--- config.mk ---
export PLATFORM = sky130hd
export DESIGN_NAME = pause_fade
export DESIGN_NICKNAME = d
export VERILOG_FILES = /design/src/rtl/pause_pkg.sv /design/src/rtl/pause_fade_scale.sv /design/src/rtl/pause_fade.sv
export SDC_FILE = /design/constraint.sdc
export NUM_CORES = 1
export LEC_CHECK = 0
export BUFFER_PORTS_ARGS = -buffer_cell sky130_fd_sc_hd__buf_2
export CAP_MARGIN = 40
export CORE_ASPECT_RATIO = 1.5
export CORE_MARGIN = 3
export CORE_UTILIZATION = 25
export CTS_CLUSTER_DIAMETER = 80
export DETAILED_ROUTE_END_ITERATION = 6
export GPL_TIMING_DRIVEN = 0
export SLEW_MARGIN = 20
export SYNTH_ARGS = -nofsm -noshare
export SYNTH_HDL_FRONTEND = slang
export SYNTH_SLANG_ARGS = --single-unit
--- constraint.sdc ---
create_clock -name clk_sys -period 6 [get_ports clk_sys]
set_clock_uncertainty 0.15 [all_clocks]
set_input_delay 1.2 -clock clk_sys [delete_from_list [all_inputs] [get_ports clk_sys]]
set_output_delay 1.2 -clock clk_sys [all_outputs]
set_load 0.01 [all_outputs]
--- src/rtl/pause_pkg.sv ---
// Shared definitions for the pause fade stage.
// Holds the FSM state encoding, the brightness scale (levels are eighths,
// 8 = full) and the counter widths used by pause_fade.
package pause_pkg;

  localparam int LEVEL_BITS = 4;
  localparam logic [LEVEL_BITS-1:0] LEVEL_FULL = 4'd8;

  localparam int PRESC_BITS = 28;
  localparam int SECS_BITS  = 8;
  localparam int FRAME_BITS = 8;

  typedef enum logic [2:0] {
    S_IDLE     = 3'd0,
    S_WAIT     = 3'd1,
    S_FADE_OUT = 3'd2,
    S_DIMMED   = 3'd3,
    S_FADE_IN  = 3'd4
  } state_e;

endpackage

--- src/rtl/pause_fade_scale.sv ---
// One colour channel of the brightness scaler.
// Registers (c * level) >> 3, truncated to W bits. Level 8 returns c
// unchanged, so full brightness is bit-exact.
// Ports:
//   clk_sys, reset_n : clock, asynchronous active-low reset
//   c                : channel value (already pipeline-registered upstream)
//   level            : brightness in eighths, aligned with c
//   c_out            : scaled channel, one cycle after c
module pause_fade_scale
  import pause_pkg::*;
#(
  parameter int W = 8
) (
  input  logic                  clk_sys,
  input  logic                  reset_n,
  input  logic [W-1:0]          c,
  input  logic [LEVEL_BITS-1:0] level,
  output logic [W-1:0]          c_out
);

  logic [W+LEVEL_BITS-1:0] prod;
  logic [W-1:0]            out_d;
  logic [W-1:0]            out_q;

  always_comb begin
    prod  = (W+LEVEL_BITS)'(c) * (W+LEVEL_BITS)'(level);
    out_d = W'(prod >> 3);
  end

  always_ff @(posedge clk_sys or negedge reset_n) begin
    if (!reset_n) out_q <= '0;
    else          out_q <= out_d;
  end

  assign c_out = out_q;

endmodule

--- src/rtl/pause_fade.sv ---
// Pause fade: after pause_cpu has been held for DIM_SECONDS the picture is
// dimmed in frame-synchronous steps down to MIN_LEVEL, and brought back up
// when the pause ends. Video goes through a fixed 2-cycle pipeline.
// Ports:
//   clk_sys, reset_n          : clock, asynchronous active-low reset
//   pause_cpu, enable         : pause request, dim option (0 = always full)
//   r, g, b, hs, vs,
//   hblank, vblank            : input video
//   rgb_out, hs_out, vs_out,
//   hblank_out, vblank_out    : scaled video, 2 cycles behind the inputs
//   level                     : current brightness in eighths (8 = full)
//   dim_active                : level below full
//   state_dbg                 : FSM state, for observation only
// SEC_CYCLES is the prescaler period of one second; it defaults to
// CLKSPD MHz worth of cycles and is only overridden for short simulations.
module pause_fade
  import pause_pkg::*;
#(
  parameter int RW              = 8,
  parameter int GW              = 8,
  parameter int BW              = 8,
  parameter int CLKSPD          = 12,
  parameter int SEC_CYCLES      = CLKSPD * 1_000_000,
  parameter int DIM_SECONDS     = 10,
  parameter int FRAMES_PER_STEP = 4,
  parameter int MIN_LEVEL       = 4
) (
  input  logic                  clk_sys,
  input  logic                  reset_n,
  input  logic                  pause_cpu,
  input  logic                  enable,
  input  logic [RW-1:0]         r,
  input  logic [GW-1:0]         g,
  input  logic [BW-1:0]         b,
  input  logic                  hs,
  input  logic                  vs,
  input  logic                  hblank,
  input  logic                  vblank,
  output logic [RW+GW+BW-1:0]   rgb_out,
  output logic                  hs_out,
  output logic                  vs_out,
  output logic                  hblank_out,
  output logic                  vblank_out,
  output logic [LEVEL_BITS-1:0] level,
  output logic                  dim_active,
  output state_e                state_dbg
);

  localparam logic [PRESC_BITS-1:0] PRESC_MAX  = PRESC_BITS'(SEC_CYCLES - 1);
  localparam logic [SECS_BITS-1:0]  DIM_SEC    = SECS_BITS'(DIM_SECONDS);
  localparam logic [FRAME_BITS-1:0] FRAME_LAST = FRAME_BITS'(FRAMES_PER_STEP - 1);
  localparam logic [LEVEL_BITS-1:0] MIN_LVL    = LEVEL_BITS'(MIN_LEVEL);

  state_e                state_q, state_d;
  logic [LEVEL_BITS-1:0] level_q, level_d;
  logic [PRESC_BITS-1:0] presc_q, presc_d;
  logic [SECS_BITS-1:0]  secs_q,  secs_d;
  logic [FRAME_BITS-1:0] frame_q, frame_d;
  logic                  vblank_q;
  logic                  vb_rise;

  // ---------------- control FSM ----------------
  always_comb begin
    state_d = state_q;
    level_d = level_q;
    presc_d = presc_q;
    secs_d  = secs_q;
    frame_d = frame_q;
    vb_rise = vblank & ~vblank_q;

    if (!enable) begin
      // Dim option off overrides everything, including an active fade.
      state_d = S_IDLE;
      level_d = LEVEL_FULL;
    end else begin
      case (state_q)
        S_IDLE: begin
          level_d = LEVEL_FULL;
          if (pause_cpu) begin
            state_d = S_WAIT;
            presc_d = '0;
            secs_d  = '0;
          end
        end

        S_WAIT: begin
          if (!pause_cpu) begin
            state_d = S_IDLE;
          end else if (presc_q == PRESC_MAX) begin
            presc_d = '0;
            if (secs_q != '1) secs_d = secs_q + 1'b1;
            if (secs_d == DIM_SEC) begin
              state_d = S_FADE_OUT;
              frame_d = '0;
            end
          end else begin
            presc_d = presc_q + 1'b1;
          end
        end

        S_FADE_OUT: begin
          // A pause change beats a coincident vblank rise: no step that cycle.
          if (!pause_cpu) begin
            state_d = S_FADE_IN;
            frame_d = '0;
          end else if (level_q <= MIN_LVL) begin
            // Reversal from FADE_IN can land here already at the floor.
            state_d = S_DIMMED;
          end else if (vb_rise) begin
            if (frame_q == FRAME_LAST) begin
              level_d = level_q - 4'd1;
              frame_d = '0;
              if (level_d == MIN_LVL) state_d = S_DIMMED;
            end else begin
              frame_d = frame_q + 1'b1;
            end
          end
        end

        S_DIMMED: begin
          if (!pause_cpu) begin
            state_d = S_FADE_IN;
            frame_d = '0;
          end
        end

        S_FADE_IN: begin
          if (pause_cpu) begin
            state_d = S_FADE_OUT;
            frame_d = '0;
          end else if (level_q >= LEVEL_FULL) begin
            // Unpaused before the first fade-out step: nothing to ramp.
            state_d = S_IDLE;
            level_d = LEVEL_FULL;
          end else if (vb_rise) begin
            if (frame_q == FRAME_LAST) begin
              level_d = level_q + 4'd1;
              frame_d = '0;
              if (level_d == LEVEL_FULL) state_d = S_IDLE;
            end else begin
              frame_d = frame_q + 1'b1;
            end
          end
        end

        default: begin
          state_d = S_IDLE;
          level_d = LEVEL_FULL;
        end
      endcase
    end
  end

  always_ff @(posedge clk_sys or negedge reset_n) begin
    if (!reset_n) begin
      state_q  <= S_IDLE;
      level_q  <= LEVEL_FULL;
      presc_q  <= '0;
      secs_q   <= '0;
      frame_q  <= '0;
      vblank_q <= 1'b0;
    end else begin
      state_q  <= state_d;
      level_q  <= level_d;
      presc_q  <= presc_d;
      secs_q   <= secs_d;
      frame_q  <= frame_d;
      vblank_q <= vblank;
    end
  end

  // ---------------- video pipeline ----------------
  // Stage 1 captures colour, sync and level together so a level step
  // always applies to whole pixels; stage 2 is the scaler register.
  logic [RW-1:0]         r_s1_q;
  logic [GW-1:0]         g_s1_q;
  logic [BW-1:0]         b_s1_q;
  logic [LEVEL_BITS-1:0] lvl_s1_q;
  logic [3:0]            sync_s1_q;  // {hs, vs, hblank, vblank}
  logic [3:0]            sync_s2_q;
  logic [RW-1:0]         r_o;
  logic [GW-1:0]         g_o;
  logic [BW-1:0]         b_o;

  always_ff @(posedge clk_sys or negedge reset_n) begin
    if (!reset_n) begin
      r_s1_q    <= '0;
      g_s1_q    <= '0;
      b_s1_q    <= '0;
      lvl_s1_q  <= LEVEL_FULL;
      sync_s1_q <= 4'b0011;
      sync_s2_q <= 4'b0011;
    end else begin
      r_s1_q    <= r;
      g_s1_q    <= g;
      b_s1_q    <= b;
      lvl_s1_q  <= level_q;
      sync_s1_q <= {hs, vs, hblank, vblank};
      sync_s2_q <= sync_s1_q;
    end
  end

  pause_fade_scale #(.W(RW)) u_scale_r (
    .clk_sys (clk_sys), .reset_n (reset_n), .c (r_s1_q), .level (lvl_s1_q), .c_out (r_o)
  );
  pause_fade_scale #(.W(GW)) u_scale_g (
    .clk_sys (clk_sys), .reset_n (reset_n), .c (g_s1_q), .level (lvl_s1_q), .c_out (g_o)
  );
  pause_fade_scale #(.W(BW)) u_scale_b (
    .clk_sys (clk_sys), .reset_n (reset_n), .c (b_s1_q), .level (lvl_s1_q), .c_out (b_o)
  );

  assign rgb_out    = {r_o, g_o, b_o};
  assign hs_out     = sync_s2_q[3];
  assign vs_out     = sync_s2_q[2];
  assign hblank_out = sync_s2_q[1];
  assign vblank_out = sync_s2_q[0];
  assign level      = level_q;
  assign dim_active = (level_q < LEVEL_FULL);
  assign state_dbg  = state_q;

endmodule

==> results.md <==
- CP Capture Type: flop
- Yosys reg bits: 112
- H-tree depth: 3
- Initial cell density of the core: 25.4%
- Core area: 28000 um2
- Worst path max stage delay: 0.63 ns
- Iteration count of the initial detailed-routing pass: 4
- Slew Limit Fails: 0
- Synth area leaders: dfrtp_1 37%, fa_1 10%, ha_1 7.4%
- Total track usage: 10.8%
- Detail Placement HPWL: 12.1 mm
- Fillers: 2933
- Max Freq: 0.243 GHz
- Vias/cell: 4.52
- Resize count post-CTS: 0
- Endpoints failing hold: 0
- Syn avg cell area: 9.78 um2
- Max FO, Critical Path: 10
- Least-Margin Pin Slew: 0.691 ns
- Routed WL: 15.8 mm
- Post-Syn Area: 7110 um2
- Vias in the first global route: 5595
- Fraction of layout cells with a size suffix above 1: 14.2%
- Crit-path most repeated cell: fa_1
- Synth top area share: 37.3%
- Max Cap Viol: 0
- Vias: 5230
- Syn-to-layout area delta: 15.6%
- FF/Latch Area: 2810 um2
- Multi-input gate area in the final layout: 3870 um2
- Startpoint types: flop
- Reg clk slew, reported paths: 0.08 ns
- CP Depth: 13
- Max-slew headroom: 53.3%
- # Post-CTS Setup Buffers: 0
- Post-synth top area cell: dfrtp_1
- CP delay by family, top: adder cells
- Final routed DRC violation total: 0
- Total CTS buffers: 9
- First-pass GRT wire length: 26.7 mm
- Worst R2R Path Depth: 13
- Commonest non-fill, non-tap cell in the layout: dfrtp_1
- Initial antenna violation count: 2
- Die footprint: 30500 um2
- Clock Latency Late Sink: 0.36 ns
- Ys flop type: dfrtp_1
- CTS root buf: clkbuf_16
- EDFF count, synth: 0
- Fin util: 29.4%
- Power Dens Cells: 283 nW/um2
- Most frequent cells in the layout: 106 x dfrtp_1, 79 x inv_1, 73 x nand2_1
- Minimum clock period: 4.12 ns
- ANT nets after route: 0
- P_leak: 3.86 nW
- CP Class: flop to flop
- Clock Tree Buf Depth: 2
- Yosys warnings: 0
- Num ports: 68
- TritonCTS clock tree: built
- CP max-delay cell: dfstp_2
- Cells along the critical path: clkbuf_1 -> nand2_1 -> fa_1 -> inv_1 -> fa_1 -> fa_1 -> a21oi_1 -> nor2_1 -> nor2_1 -> o21bai_1 -> a21oi_1 -> o21ai_0 -> xnor2_1
- Worst Hold Path Cells: 0
- DR WL/cell: 13.7 um
- Worst Path Buf+Inv: 2
- Largest net degree at the start of global routing: 78
- Worst VDD drop: 142 uV
- Port bufs: 67
- Chip height: 213 um
- Row cnt: 75
- # hold bufs at CTS: 0
- Mapped Nets: 837
- Nets: 916
- Inserted Diodes: 0
- Status: finished clean
- CP Data Arrival Time: 4.21 ns
- Synth async-reset ratio: 100%
- RD Place Congestion: 0.824
- Yosys cell types: 66
- Unrepaired setup endpoints after global routing: no
- Mapped Cells: 727
- Initial DRC count: 171
- Seq/Total Area, Yosys: 39.5%
- Final setup TNS: 0 ns
- Final period util: 68.7%
- Die width: 144 um
- # setup viols final: 0
- CTS sink cnt: 112
- Critical Path RT: 6.09 ns
- Min-delay worst type: flop to flop
- GRT overflow: 0
stage by stage:
| step | instance area, um2 | total power, mW | hold WS (ns) | std cells | worst slack [ns] |
|---|---|---|---|---|---|
| floorplan | 7110 | 1.47 | 0.181 | 727 | 2.43 |
| global placement | 7880 | 1.71 | 0.182 | 1140 | 1.98 |
| detailed placement | 7910 | 1.72 | 0.186 | 1141 | 1.92 |
| CTS | 8220 | 2.37 | 0.205 | 1157 | 1.89 |
| global route | 8220 | 2.50 | 0.210 | 1157 | 1.64 |
| finish | 8220 | 2.32 | 0.202 | 1157 | 1.88 |
final cells by class:
cell class	count	share of cell area [%]
well taps	346	5.27
plain buffers	25	1.64
repair buffers	68	4.49
multi-input cells	511	47.1
clock inverters	7	1.02
inverters	79	3.61
flip-flops and latches	112	34.2
clock buffers	9	2.74
worst paths after layout:
check	from	endpoint	slack (ns)
max in group asynchronous	reset_n	lvl_s1_q[3]	4.37
worst min-delay path	sync_s1_q[2]	sync_s2_q[2]	0.20
worst max register to register	lvl_s1_q[3]	u_scale_g.c_out[7]	1.88
worst max-delay path	lvl_s1_q[3]	u_scale_g.c_out[7]	1.88
worst min register to register	sync_s1_q[2]	sync_s2_q[2]	0.20
min in group asynchronous	reset_n	u_scale_r.c_out[1]	0.57
layer usage:
metal / up-vias / part of all wire [%] / global-route usage [%]
li1: 2582 / - / -
met4: 4 / 1.2 / 2.86
met5: - / 0.15 / 0
met1: 2566 / 40 / 12.0
met3: 17 / 3.5 / 2.27
met2: 61 / 55 / 20.6
power by group:
| group | switching, mW | internal (mW) |
|---|---|---|
| registers | 0.0654 | 0.862 |
| logic | 0.450 | 0.313 |
| clock network | 0.300 | 0.333 |
cells in the mapped netlist, drive strengths merged (4+ instances only):
cell / count
dfrtp: 106
inv: 79
nand2: 73
and2: 64
nor2: 47
ha: 42
a21oi: 38
fa: 36
xnor2: 32
o21ai: 22
nand3: 20
clkbuf: 19
xor2: 19
nand4: 13
and3: 11
o21bai: 8
o31ai: 7
a21o: 6
dfstp: 6
nor3: 6
o2111ai: 6
a31oi: 5
and4: 5
buf: 5
o22ai: 4
kinds of logic (layout without fill, tap and decap cells):
logic type	Yosys count	after routing	synth area share, %
AND/OR/NAND/NOR	263	263	19.5
AO/OA/AOI/OAI	117	117	10.8
flip-flops	112	112	39.5
buffers and inverters	104	188	6.07
adder cells (fa/ha/maj)	78	78	17.5
XOR/XNOR	51	51	6.28
multiplexers	2	2	0.282
sequential cells by signal, summed over array words and instances (netlist names):
name and flops:
lvl_s1_q 4, g_s1_q 8, u_scale_r.c_out 8, presc_q 28, u_scale_b.c_out 8, sync_s1_q 4, r_s1_q 8, b_s1_q 8
level 4, frame_q 8, secs_q 8, sync_s2_q 4, vblank_q 1, state_dbg 3, u_scale_g.c_out 8
No activity file was read; power rests on OpenSTA's default activity.
